File: config.mk
export PLATFORM = sky130hd
export DESIGN_NAME = pipelined_control_unit_flat
export DESIGN_NICKNAME = d
export VERILOG_FILES = /design/src/rtl/pipelined_control_unit_if.sv /design/src/rtl/pipelined_control_unit.sv /design/src/flat_wrapper.sv
export SDC_FILE = /design/constraint.sdc
export NUM_CORES = 1
export LEC_CHECK = 0
export BUFFER_PORTS_ARGS = -buffer_cell sky130_fd_sc_hd__buf_2
export CORE_ASPECT_RATIO = 0.6
export CORE_MARGIN = 2
export CORE_UTILIZATION = 45
export CTS_BUF_LIST = sky130_fd_sc_hd__clkbuf_4 sky130_fd_sc_hd__clkbuf_8 sky130_fd_sc_hd__clkbuf_16
export DETAILED_ROUTE_END_ITERATION = 8
export GPL_ROUTABILITY_DRIVEN = 0
export PLACE_DENSITY = 0.74
export RECOVER_POWER = 100
export SLEW_MARGIN = 20
export SYNTH_ARGS = -nofsm -noshare
export SYNTH_HDL_FRONTEND = slang
export SYNTH_SLANG_ARGS = --single-unit
File: constraint.sdc
create_clock -name clk -period 3.15 [get_ports clk]
set_clock_uncertainty 0.15 [all_clocks]
set_input_delay 0.4725 -clock clk [delete_from_list [all_inputs] [get_ports clk]]
set_output_delay 0.4725 -clock clk [all_outputs]
set_load 0.01 [all_outputs]
File: src/rtl/pipelined_control_unit_if.sv
`default_nettype none
// ============================================================================
// Module   : pipelined_control_unit_if
// Purpose  : IF/ID-side request signals and registered ID/EX control bundle.
// Revision : 1.0
// ============================================================================
interface pipelined_control_unit_if #(
    parameter int INSTR_W = 32,
    parameter int REG_AW  = 5
);
    logic [INSTR_W-1:0] instr;
    logic               instr_valid;
    logic               flush;
    logic               stall;
    logic               ex_valid;
    logic [2:0]         ex_alu_op;
    logic               ex_reg_write;
    logic               ex_alu_src;
    logic               ex_mem_read;
    logic               ex_mem_write;
    logic               ex_mem_to_reg;
    logic               ex_branch;
    logic               ex_jump;
    logic               ex_lui;
    logic               ex_auipc;
    logic               ex_illegal;
    logic               ex_muldiv;
    logic [REG_AW-1:0]  ex_rd;
    logic [REG_AW-1:0]  ex_rs1;
    logic [REG_AW-1:0]  ex_rs2;
    logic [2:0]         ex_func3;

    modport master (
        output instr, instr_valid, flush,
        input  stall, ex_valid, ex_alu_op, ex_reg_write, ex_alu_src,
               ex_mem_read, ex_mem_write, ex_mem_to_reg, ex_branch,
               ex_jump, ex_lui, ex_auipc, ex_illegal, ex_muldiv,
               ex_rd, ex_rs1, ex_rs2, ex_func3
    );

    modport slave (
        input  instr, instr_valid, flush,
        output stall, ex_valid, ex_alu_op, ex_reg_write, ex_alu_src,
               ex_mem_read, ex_mem_write, ex_mem_to_reg, ex_branch,
               ex_jump, ex_lui, ex_auipc, ex_illegal, ex_muldiv,
               ex_rd, ex_rs1, ex_rs2, ex_func3
    );
endinterface
`default_nettype wire

File: src/rtl/pipelined_control_unit.sv
`default_nettype none
// ============================================================================
// Module   : pipelined_control_unit
// Purpose  : RV32I decode stage with registered ID/EX bundle, load-use stall
//            and flush bubbles. Define RV32M_MULDIV_EN for mul/div decode and
//            multi-cycle divide stalls.
// Revision : 1.0
// ============================================================================
module pipelined_control_unit #(
    parameter int INSTR_W    = 32,
    parameter int REG_AW     = 5,
    parameter int DIV_CYCLES = 4
) (
    input  wire logic               clk,
    input  wire logic               rst,
    pipelined_control_unit_if.slave bus
);
    localparam logic [0:0] c_RUN     = 1'b0;
    localparam logic [0:0] c_MD_BUSY = 1'b1;
    localparam int         c_CNT_W   = (DIV_CYCLES > 2) ? $clog2(DIV_CYCLES - 1) : 1;
    localparam logic [c_CNT_W-1:0] c_CNT_INIT = c_CNT_W'(DIV_CYCLES - 2);

    typedef struct packed {
        logic              valid;
        logic [2:0]        alu_op;
        logic              reg_write;
        logic              alu_src;
        logic              mem_read;
        logic              mem_write;
        logic              mem_to_reg;
        logic              branch;
        logic              jump;
        logic              lui;
        logic              auipc;
        logic              illegal;
        logic              muldiv;
        logic [REG_AW-1:0] rd;
        logic [REG_AW-1:0] rs1;
        logic [REG_AW-1:0] rs2;
        logic [2:0]        func3;
    } ctl_t;

    ctl_t               r_ex;
    ctl_t               w_dec;
    logic [0:0]         r_state;
    logic [c_CNT_W-1:0] r_cnt;
    logic               w_use_rs1;
    logic               w_use_rs2;
    logic               w_load_use;
    logic               w_md_start;
    logic [6:0]         w_opcode;
    logic [6:0]         w_func7;

    assign w_opcode = bus.instr[6:0];
    assign w_func7  = bus.instr[31:25];

    always_comb begin
        w_dec       = '0;
        w_dec.valid = 1'b1;
        w_dec.rd    = bus.instr[7 +: REG_AW];
        w_dec.rs1   = bus.instr[15 +: REG_AW];
        w_dec.rs2   = bus.instr[20 +: REG_AW];
        w_dec.func3 = bus.instr[14:12];
        w_use_rs1   = 1'b0;
        w_use_rs2   = 1'b0;
        case (w_opcode)
            7'b0110011: begin
                w_dec.alu_op    = 3'b010;
                w_dec.reg_write = 1'b1;
                w_use_rs1       = 1'b1;
                w_use_rs2       = 1'b1;
`ifdef RV32M_MULDIV_EN
                if (w_func7 == 7'b0000001) begin
                    w_dec.alu_op = 3'b110;
                    w_dec.muldiv = 1'b1;
                end
`endif
            end
            7'b0010011: begin
                w_dec.alu_op    = 3'b011;
                w_dec.reg_write = 1'b1;
                w_dec.alu_src   = 1'b1;
                w_use_rs1       = 1'b1;
            end
            7'b0000011: begin
                w_dec.reg_write  = 1'b1;
                w_dec.alu_src    = 1'b1;
                w_dec.mem_read   = 1'b1;
                w_dec.mem_to_reg = 1'b1;
                w_use_rs1        = 1'b1;
            end
            7'b0100011: begin
                w_dec.alu_src   = 1'b1;
                w_dec.mem_write = 1'b1;
                w_use_rs1       = 1'b1;
                w_use_rs2       = 1'b1;
            end
            7'b1100011: begin
                w_dec.alu_op = 3'b101;
                w_dec.branch = 1'b1;
                w_use_rs1    = 1'b1;
                w_use_rs2    = 1'b1;
            end
            7'b0110111: begin
                w_dec.reg_write = 1'b1;
                w_dec.alu_src   = 1'b1;
                w_dec.lui       = 1'b1;
            end
            7'b0010111: begin
                w_dec.reg_write = 1'b1;
                w_dec.alu_src   = 1'b1;
                w_dec.auipc     = 1'b1;
            end
            7'b1101111: begin
                w_dec.reg_write = 1'b1;
                w_dec.alu_src   = 1'b1;
                w_dec.jump      = 1'b1;
            end
            7'b1100111: begin
                w_dec.reg_write = 1'b1;
                w_dec.alu_src   = 1'b1;
                w_dec.jump      = 1'b1;
                w_use_rs1       = 1'b1;
            end
            default: w_dec.illegal = 1'b1;
        endcase
    end

`ifdef RV32M_MULDIV_EN
    // Only DIV/DIVU/REM/REMU (func3[2]=1) are multi-cycle.
    assign w_md_start = w_dec.muldiv & w_dec.func3[2];
`else
    logic w_unused_func7;
    assign w_unused_func7 = ^w_func7;
    assign w_md_start     = 1'b0;
`endif

    assign w_load_use = r_ex.valid & r_ex.mem_read & (r_ex.rd != '0) & bus.instr_valid &
                        ((w_use_rs1 & (w_dec.rs1 == r_ex.rd)) |
                         (w_use_rs2 & (w_dec.rs2 == r_ex.rd)));

    assign bus.stall = ~bus.flush & ((r_state == c_MD_BUSY) | w_load_use);

    always_ff @(posedge clk or posedge rst) begin
        if (rst) begin
            r_ex    <= '0;
            r_state <= c_RUN;
            r_cnt   <= '0;
        end else if (bus.flush) begin
            r_ex    <= '0;
            r_state <= c_RUN;
            r_cnt   <= '0;
        end else if (r_state == c_MD_BUSY) begin
            // ID/EX keeps the divide while the counter runs down.
            if (r_cnt == '0) begin
                r_state <= c_RUN;
            end else begin
                r_cnt <= r_cnt - 1'b1;
            end
        end else if (w_load_use || !bus.instr_valid) begin
            r_ex <= '0;
        end else begin
            r_ex <= w_dec;
            if (w_md_start) begin
                r_state <= c_MD_BUSY;
                r_cnt   <= c_CNT_INIT;
            end
        end
    end

    assign bus.ex_valid      = r_ex.valid;
    assign bus.ex_alu_op     = r_ex.alu_op;
    assign bus.ex_reg_write  = r_ex.reg_write;
    assign bus.ex_alu_src    = r_ex.alu_src;
    assign bus.ex_mem_read   = r_ex.mem_read;
    assign bus.ex_mem_write  = r_ex.mem_write;
    assign bus.ex_mem_to_reg = r_ex.mem_to_reg;
    assign bus.ex_branch     = r_ex.branch;
    assign bus.ex_jump       = r_ex.jump;
    assign bus.ex_lui        = r_ex.lui;
    assign bus.ex_auipc      = r_ex.auipc;
    assign bus.ex_illegal    = r_ex.illegal;
    assign bus.ex_muldiv     = r_ex.muldiv;
    assign bus.ex_rd         = r_ex.rd;
    assign bus.ex_rs1        = r_ex.rs1;
    assign bus.ex_rs2        = r_ex.rs2;
    assign bus.ex_func3      = r_ex.func3;
endmodule
`default_nettype wire

File: src/flat_wrapper.sv
// flat-port wrapper written by rule: the top's interface ports become plain ports
module pipelined_control_unit_flat 
#(
    parameter int INSTR_W    = 32,
    parameter int REG_AW     = 5,
    parameter int DIV_CYCLES = 4
)
  (clk, rst, bus_instr, bus_instr_valid, bus_flush, bus_stall, bus_ex_valid, bus_ex_alu_op, bus_ex_reg_write, bus_ex_alu_src, bus_ex_mem_read, bus_ex_mem_write, bus_ex_mem_to_reg, bus_ex_branch, bus_ex_jump, bus_ex_lui, bus_ex_auipc, bus_ex_illegal, bus_ex_muldiv, bus_ex_rd, bus_ex_rs1, bus_ex_rs2, bus_ex_func3);
  pipelined_control_unit_if #(.INSTR_W(INSTR_W), .REG_AW(REG_AW)) bus_i ();
  input  wire logic clk;
  input  wire logic rst;
  input wire logic [$bits(bus_i.instr)-1:0] bus_instr;
  input wire logic [$bits(bus_i.instr_valid)-1:0] bus_instr_valid;
  input wire logic [$bits(bus_i.flush)-1:0] bus_flush;
  output wire logic [$bits(bus_i.stall)-1:0] bus_stall;
  output wire logic [$bits(bus_i.ex_valid)-1:0] bus_ex_valid;
  output wire logic [$bits(bus_i.ex_alu_op)-1:0] bus_ex_alu_op;
  output wire logic [$bits(bus_i.ex_reg_write)-1:0] bus_ex_reg_write;
  output wire logic [$bits(bus_i.ex_alu_src)-1:0] bus_ex_alu_src;
  output wire logic [$bits(bus_i.ex_mem_read)-1:0] bus_ex_mem_read;
  output wire logic [$bits(bus_i.ex_mem_write)-1:0] bus_ex_mem_write;
  output wire logic [$bits(bus_i.ex_mem_to_reg)-1:0] bus_ex_mem_to_reg;
  output wire logic [$bits(bus_i.ex_branch)-1:0] bus_ex_branch;
  output wire logic [$bits(bus_i.ex_jump)-1:0] bus_ex_jump;
  output wire logic [$bits(bus_i.ex_lui)-1:0] bus_ex_lui;
  output wire logic [$bits(bus_i.ex_auipc)-1:0] bus_ex_auipc;
  output wire logic [$bits(bus_i.ex_illegal)-1:0] bus_ex_illegal;
  output wire logic [$bits(bus_i.ex_muldiv)-1:0] bus_ex_muldiv;
  output wire logic [$bits(bus_i.ex_rd)-1:0] bus_ex_rd;
  output wire logic [$bits(bus_i.ex_rs1)-1:0] bus_ex_rs1;
  output wire logic [$bits(bus_i.ex_rs2)-1:0] bus_ex_rs2;
  output wire logic [$bits(bus_i.ex_func3)-1:0] bus_ex_func3;
  assign bus_i.instr = bus_instr;
  assign bus_i.instr_valid = bus_instr_valid;
  assign bus_i.flush = bus_flush;
  assign bus_stall = bus_i.stall;
  assign bus_ex_valid = bus_i.ex_valid;
  assign bus_ex_alu_op = bus_i.ex_alu_op;
  assign bus_ex_reg_write = bus_i.ex_reg_write;
  assign bus_ex_alu_src = bus_i.ex_alu_src;
  assign bus_ex_mem_read = bus_i.ex_mem_read;
  assign bus_ex_mem_write = bus_i.ex_mem_write;
  assign bus_ex_mem_to_reg = bus_i.ex_mem_to_reg;
  assign bus_ex_branch = bus_i.ex_branch;
  assign bus_ex_jump = bus_i.ex_jump;
  assign bus_ex_lui = bus_i.ex_lui;
  assign bus_ex_auipc = bus_i.ex_auipc;
  assign bus_ex_illegal = bus_i.ex_illegal;
  assign bus_ex_muldiv = bus_i.ex_muldiv;
  assign bus_ex_rd = bus_i.ex_rd;
  assign bus_ex_rs1 = bus_i.ex_rs1;
  assign bus_ex_rs2 = bus_i.ex_rs2;
  assign bus_ex_func3 = bus_i.ex_func3;
  pipelined_control_unit #(.INSTR_W(INSTR_W), .REG_AW(REG_AW), .DIV_CYCLES(DIV_CYCLES)) u_core (.clk(clk), .rst(rst), .bus(bus_i));
endmodule
# Word level (Yosys, flattened, before mapping)
# Cells that the tools add are included.
op_classes:
  bitwise_logic: 10
  add_sub_neg: 1
  n_eq_ne: 13
  reduce_logical: 12
  muxes: 21
ops:
  columns: ["cell", "n"]
  rows:
  - ["$mux W33", 3]
  - ["$eq A7 B6 Y1 const B", 3]
  - ["$eq A7 B7 Y1 const B", 3]
  - ["$eq A7 B5 Y1 const B", 2]
  - ["$mux W1", 14]
  - ["$reduce_or A7 Y1", 2]
  - ["$eq A5 B5 Y1", 2]
  - ["$pmux W3 S3", 1]
  - ["$reduce_or A9 Y1", 1]
  - ["$and A1 B1 Y1", 7]
  - ["$eq A7 B2 Y1 const B", 1]
  - ["$mux W2", 3]
  - ["$reduce_or A6 Y1", 1]
  - ["$reduce_bool A5 Y1", 1]
  - ["$ne A2 B2 Y1 const B", 2]
  - ["$reduce_or A3 Y1", 1]
  - ["$logic_not A2 Y1", 1]
  - ["$or A1 B1 Y1", 2]
  - ["$reduce_and A2 Y1", 1]
  - ["$reduce_bool A2 Y1", 1]
  - ["$reduce_or A2 Y1", 1]
  - ["$sub A2 B1 Y2 const B", 1]
  - ["$logic_not A1 Y1", 1]
  - ["$logic_or A1 B1 Y1", 1]
  - ["$not A1 Y1", 1]
word_totals:
  register_bits: 36
  inputBits: 36

# Depth between registers and ports, before layout
# Gate-level depths: netlist (run 1).
depth:
  depth_word: 10
  mapped_depth: 6
  ltp_nobuf: 5

# Least setup slack after synthesis (run 1)
# No wires, ideal clock.
synth_timing:
  kind: "input port to output port"
  startpoint: "input port bus_instr[3]"
  endpoint: "output port bus_stall"
  arrival_ns: 1.652
  cell_stages: 5
  slack_ns: 0.875
  cell_sequence: "nand4bb_4 or3_4 o22ai_4 buf_6 a21o_1"
synth_between:
  elab_chain_cells: 8
  elab_cells_between_ends: 16
synth_rtl:
  columns: ["element", "line", "text"]
  rows:
  - ["from (decl)", "flat_wrapper.sv:12", "input wire logic [$bits(bus_i.instr)-1:0] bus_instr;"]
  - ["$eq A7 B6 Y1, or another cell as far along", "pipelined_control_unit.sv:66", "case (w_opcode)"]
  - ["$reduce_or A6 Y1 (no source line) / $reduce_or A3 Y1 (equally long branches)", null, null]
  - ["$mux W1", "pipelined_control_unit.sv:66", null]
  - ["$and A1 B1 Y1, on equally long branches", "pipelined_control_unit.sv:139, pipelined_control_unit.sv:140", null]
  - ["$or A1 B1 Y1 (*)", "pipelined_control_unit.sv:139", "((w_use_rs1 & (w_dec.rs1 == r_ex.rd)) |"]
  - ["$and A1 B1 Y1 (*)", "pipelined_control_unit.sv:138", "assign w_load_use = r_ex.valid & r_ex.mem_read & (r_ex.rd != '0) & bus.instr_valid &"]
  - ["$or A1 B1 Y1 (*)", "pipelined_control_unit.sv:142", "assign bus.stall = ~bus.flush & ((r_state == c_MD_BUSY) | w_load_use);"]
  - ["$and A1 B1 Y1 (*)", "pipelined_control_unit.sv:142", null]
  - ["to (decl)", "flat_wrapper.sv:15", "output wire logic [$bits(bus_i.stall)-1:0] bus_stall;"]
# Every way passes the cells marked *; elsewhere a longest branch is shown, timed or not.

# Worst setup path in the final report (run 1)
layout_timing:
  startpoint: "register u_core.r_ex (netlist bit u_core.bus.ex_rd[3])"
  endpoint: "output port bus_stall"
layout_between:
  elab_chain_cells: 6
  elab_cells_between_ends: 11
layout_rtl:
  columns: ["element", "line", "text"]
  rows:
  - ["from (decl)", "pipelined_control_unit.sv:43", "ctl_t r_ex;"]
  - ["from (signal assigned)", "pipelined_control_unit.sv:163", "r_ex <= w_dec;"]
  - ["$eq A5 B5 Y1, or another cell as far along", "pipelined_control_unit.sv:139", null]
  - ["$and A1 B1 Y1, on equally long branches", "pipelined_control_unit.sv:139, pipelined_control_unit.sv:138, pipelined_control_unit.sv:140", null]
  - ["$or A1 B1 Y1 / $and A1 B1 Y1 (equally long branches)", "pipelined_control_unit.sv:139, pipelined_control_unit.sv:138", null]
  - ["$and A1 B1 Y1 (*)", "pipelined_control_unit.sv:138", null]
  - ["$or A1 B1 Y1 (*)", "pipelined_control_unit.sv:142", null]
  - ["$and A1 B1 Y1 (*)", "pipelined_control_unit.sv:142", null]
# Marks and branches as above.

==> results.json, run 1 <==
{
  "switching_share": 0.264,
  "hold_viol_final": 0,
  "fin_setup_tns_ns": 0,
  "cts.path.max_buffers": 2,
  "cap_violations": 1,
  "vdd_ir_drop_max_v": 0.000206,
  "synth_edf_count": 0,
  "regToRegStartpoint": "u_core.r_state",
  "grt_first_pass_wirelength_um": 7820,
  "insertion_delay_ns": 0.28,
  "min_path_cells": 2,
  "dp_hpwl_um": 3310,
  "hold_class": "input port to flop",
  "ys_ff_latch": 34,
  "pwr-share-clk": 0.346,
  "dr.pass1.iters": 4,
  "dp_cells": 309,
  "first_global_vias": 1689,
  "leakagePower_nw": 0.927,
  "start_util": 0.468,
  "power_frac_comb": 0.141,
  "synth.most_common_cell": "dfrtp_1",
  "worst_ep_arrival_time_ns": 1.93,
  "fill_cells": 399,
  "syn_avg_cell_area_um2": 9.60,
  "final_nets": 293,
  "regToRegEndpoint": "u_core.bus.ex_illegal",
  "antenna_found_initial": 0,
  "p_total_mw": 0.919,
  "end_kind": "primary output",
  "fp.dieW_um": 88.5,
  "std_cell_rows": 18,
  "synth-warning-count": 0,
  "syn2layout_area_growth_pct": 17.8,
  "status": "complete, but fails checks",
  "die-height_um": 54.7,
  "postRouteAntennaNets": 0,
  "dieArea_um2": 4840,
  "routed_via_density": 5.70,
  "port_buffers": 61,
  "yosysSeqAreaShare": 0.441,
  "synth_area_um2": 1930,
  "grt_max_degree": 35,
  "min_to": "u_core.r_cnt[0]",
  "worst-r2r-setup-slack_ns": 0.90,
  "root_buffer": "clkbuf_8",
  "fin_ws_ns": 0.597,
  "rr_worst_depth": 4,
  "cts_buffers": 5,
  "slew_headroom": -0.225,
  "synth_top_area_share": 0.441,
  "cts_resized": 0,
  "slew_violations": 35,
  "crit_fanout": 5,
  "p_per_area_nw_per_um2": 405,
  "clkSinkCount": 34,
  "min-delay-start": "bus_flush",
  "io_pins": 70,
  "instances_no_fill": 315,
  "synthTopCellsByCount": "dfrtp_1 (34), nand2_1 (28), a32oi_1 (24)",
  "cts_tree": "built",
  "place_ws_ns": 0.812,
  "synth_area_leader_cell": "dfrtp_1",
  "synthArstFlopShare": 1.00,
  "tightest_slew_ns": 1.84,
  "fin_crit_sh": 0.810,
  "power_frac_seq": 0.513,
  "syn_inst": 201,
  "track_usage": 0.216,
  "drive_gt1_frac": 0.169,
  "synth_ff_type": "dfrtp_1",
  "syn_nets": 238,
  "fin_crit_ns": 2.55,
  "synthTopCellsByArea": "dfrtp_1 (44%), a32oi_1 (11%), o21ai_0 (6.0%)",
  "grt_overflow": 0,
  "violations": "capacitance limit, slew limit",
  "max_freq_mhz": 392,
  "antenna_cells_inserted": 0,
  "holdBufCountCts": 0,
  "wl_per_cell_um": 15.0,
  "htree_levels": 2,
  "clk_pin_slew_ns": 0.07,
  "drt_iter0_markers": 88,
  "crit_required_ns": 2.53,
  "vias": 1794,
  "p_sw_mw": 0.243,
  "core_um2": 4120,
  "crit_type": "flop to primary output",
  "rsz0062_at_grt": "false",
  "drc_errors": 0,
  "p_int_mw": 0.676,
  "yosys.cell_types.count": 42,
  "setup_viol": 0,
  "cts_setup_buffers": 0,
  "wirelength_um": 4740,
  "startpoint_type": "flop"
}
[per-layer routing]
metal	track usage	vias to the layer above	share of wire
li1	-	863	-
met1	0.294	855	0.48
met2	0.328	71	0.42
met3	0.0709	5	0.089
met4	0.0732	0	0.0091
met5	0	-	0
[cell type report]
| class | instances | area, um2 | share of cell area |
|---|---|---|---|
| clock buffer | 6 | 82.6 | 0.0363 |
| inverter | 6 | 22.5 | 0.00991 |
| multi-input combinational | 143 | 946 | 0.416 |
| sequential | 34 | 851 | 0.374 |
| tap | 60 | 75.1 | 0.0330 |
| timing repair buffer | 66 | 295 | 0.130 |
[metrics by stage]
step / util / cell area [um2] / hold slack, ns
finish: 0.551 / 2270 / 0.269
floorplan: - / 1930 / 0.360
global placement: 0.545 / 2250 / 0.315
global route: 0.551 / 2270 / 0.283
detailed placement: 0.545 / 2250 / 0.324
CTS: 0.565 / 2330 / 0.141
[layout by cell type, fill, tap and decap left out, drive strengths merged, types with 2 or more instances in the layout]
cell type   n
o21ai      30
xnor2       9
a22oi       5
a32oi      24
nor3        3
o2111ai     2
nand4       3
buf        32
inv         6
or3         2
dfrtp      34
nand2      28
nand2b      3
clkbuf     40
xor2        2
nor2        6
nor2b       5
a21o        2
[worst max-delay path, stage by stage, from the launching register on]
cell	delay [ns]
dfrtp_1	0.45
or4_1	0.56
o2111ai_1	0.26
nor2_1	0.07
a21o_1	0.18
buf_2	0.13
[power by group through the flow]
stage               Sequential (mW)  Clock, mW  Combinational [mW]
finish                        0.472      0.318               0.130
global route                  0.474      0.342               0.147
CTS                           0.471      0.324               0.137
detailed placement            0.479          0               0.137
global placement              0.479          0               0.134
floorplan                     0.486          0              0.0676
[cells by family (layout without fill, tap and decap cells)]
kind of cell    count (synthesis)  after routing  share of synthesized area
flops                          34             34                      0.441
other cells                     1              1                    0.00194
simple gates                   57             57                      0.159
buf+inv                        24             78                     0.0681
xor+xnor                       11             11                     0.0499
compound gates                 73             73                      0.274
fa+ha+maj                       1              1                    0.00648
[worst max-delay path by stage]
stage | start | to | slack, ns | cells past startpoint
after floorplan | bus_instr[3] | bus_stall | 0.88 | 5
after global placement | bus_instr[3] | bus_stall | 0.82 | 6
after detailed placement | bus_instr[3] | bus_stall | 0.81 | 6
after CTS | u_core.bus.ex_rd[3] | bus_stall | 0.62 | 5
after global routing | u_core.bus.ex_rd[3] | bus_stall | 0.47 | 5
final | u_core.bus.ex_rd[3] | bus_stall | 0.60 | 5
Note: power is estimated with default switching activity, not from simulation.
==> run 2, diff against run 1 <==
- clock period: 3.15 -> 2.49 ns (I/O delays scaled with it)
==> results.json, run 2 (synthesis gave the netlist of run 1 again) <==
{
  "min-delay-start": "bus_flush",
  "core_um2": 4120,
  "min_to": "u_core.r_cnt[0]",
  "root_buffer": "clkbuf_8",
  "antenna_found_initial": 0,
  "worst_ep_arrival_time_ns": 1.90,
  "clkSinkCount": 34,
  "path_cells": "or4_1 -> o2111ai_2 -> nor2_1 -> a21o_1 -> buf_2",
  "fin_setup_tns_ns": 0,
  "cts_tree": "built",
  "grt_first_pass_wirelength_um": 7860,
  "status": "complete, but fails checks",
  "wl_per_cell_um": 14.9,
  "first_global_vias": 1640,
  "holdBufCountCts": 0,
  "grt_max_degree": 35,
  "final_cell_mix": "clkbuf_1 (33), dfrtp_1 (33), o21ai_0 (30), buf_2 (30), nand2_1 (28)",
  "htree_levels": 2,
  "syn2layout_area_growth_pct": 19.3,
  "crit_fanout": 5,
  "port_buffers": 61,
  "dieArea_um2": 4840,
  "std_cell_rows": 18,
  "fin_crit_ns": 2.43,
  "min_path_cells": 2,
  "track_usage": 0.217,
  "dp_hpwl_um": 3310,
  "max_freq_mhz": 412,
  "fp.dieW_um": 88.5,
  "wirelength_um": 4750,
  "antenna_cells_inserted": 0,
  "cp_num_buf_inv": 1,
  "tightest_slew_ns": 1.81,
  "start_util": 0.468,
  "cts_setup_buffers": 0,
  "worst-r2r-setup-slack_ns": 0.18,
  "leakagePower_nw": 0.942,
  "fin_crit_sh": 0.975,
  "violations": "capacitance limit, slew limit",
  "vdd_ir_drop_max_v": 0.000301,
  "rr_worst_depth": 5,
  "slew_headroom": -0.208,
  "drive_gt1_frac": 0.194,
  "routed_via_density": 5.59,
  "hold_viol_final": 0,
  "p_int_mw": 0.878,
  "crit_type": "flop to primary output",
  "pwr-share-clk": 0.363,
  "power_frac_comb": 0.139,
  "p_per_area_nw_per_um2": 521,
  "rsz0062_at_grt": "false",
  "regToRegStartpoint": "u_core.bus.ex_rd[3]",
  "end_kind": "primary output",
  "io_pins": 70,
  "drc_errors": 0,
  "cts_resized": 0,
  "final_nets": 294,
  "power_frac_seq": 0.498,
  "cpPeakStageDelay_ns": 0.58,
  "regToRegEndpoint": "u_core.bus.ex_jump",
  "path_delay_family": "simple AND/OR/NAND/NOR gates",
  "die-height_um": 54.7,
  "startpoint_type": "flop",
  "p_sw_mw": 0.321,
  "switching_share": 0.268,
  "crit_required_ns": 1.97,
  "timing.hold.ws_ns": 0.181,
  "clk_pin_slew_ns": 0.07,
  "hold_class": "input port to flop",
  "vias": 1777,
  "grt_overflow": 0,
  "slew_violations": 35,
  "slowest_stage": "or4_1",
  "cts.path.max_buffers": 2,
  "drt_iter0_markers": 94,
  "insertion_delay_ns": 0.29,
  "dr.pass1.iters": 4,
  "setup_viol": 0,
  "cap_violations": 1,
  "postRouteAntennaNets": 0,
  "cts_buffers": 5
}
-- run 2: changes by cell type in the layout (fill, tap and decap cells not counted), sizes merged --
cell	change
clkbuf	+1
buf	+1
clkinv	+1
-- run 2: worst register-to-register path: cells and delay by family, from the launching register on --
kind                   cells  cell delay, ns
DFF                        1            0.45
and+or+nand+nor            1            0.58
AOI/OAI and AO/OA          3            0.53
buffers and inverters      1            0.52
-- run 2: power by group through the flow --
stage,clock network (mW),registers [mW],logic (mW)
3_5_place_dp,0,0.606,0.174
6_report,0.435,0.597,0.166
5_1_grt,0.471,0.600,0.186
3_3_place_gp,0,0.607,0.171
2_1_floorplan,0,0.615,0.0855
4_1_cts,0.441,0.596,0.175
-- run 2: cell type report --
class / count / area, um2
Fill cell: 404 / 1820
Multi-Input combinational cell: 143 / 955
Sequential cell: 34 / 852
Timing Repair Buffer: 67 / 302
Clock buffer: 7 / 90.1
Tap cell: 60 / 75.1
Inverter: 6 / 22.5
Clock inverter: 1 / 5.00
-- run 2: worst max-delay path by stage --
| stage | start | endpoint | depth (start not counted) |
|---|---|---|---|
| floorplan | u_core.bus.ex_rd[3] | bus_stall | 5 |
| global placement | bus_instr[3] | bus_stall | 6 |
| detailed placement | bus_instr[3] | bus_stall | 6 |
| CTS | u_core.bus.ex_rd[3] | bus_stall | 5 |
| global route | u_core.bus.ex_rd[3] | bus_stall | 5 |
| finish | u_core.bus.ex_rd[3] | bus_stall | 5 |
-- run 2: metal layers --
metal | up-vias | share of wire | GRT usage
met5 | - | 0 | 0
met4 | 0 | 0.0095 | 0.0682
met3 | 5 | 0.072 | 0.0543
met2 | 68 | 0.41 | 0.322
met1 | 847 | 0.51 | 0.312
li1 | 857 | - | -
-- run 2: per-stage QoR --
stage | cells | util | worst slack, ns | power [mW] | cell area (um2)
floorplan | 201 | - | 0.403 | 0.700 | 1930
global placement | 310 | 0.547 | 0.350 | 0.778 | 2250
detailed placement | 310 | 0.547 | 0.344 | 0.781 | 2250
CTS | 318 | 0.570 | 0.0420 | 1.21 | 2350
global route | 318 | 0.558 | 0.00259 | 1.26 | 2300
finish | 318 | 0.558 | 0.0631 | 1.20 | 2300
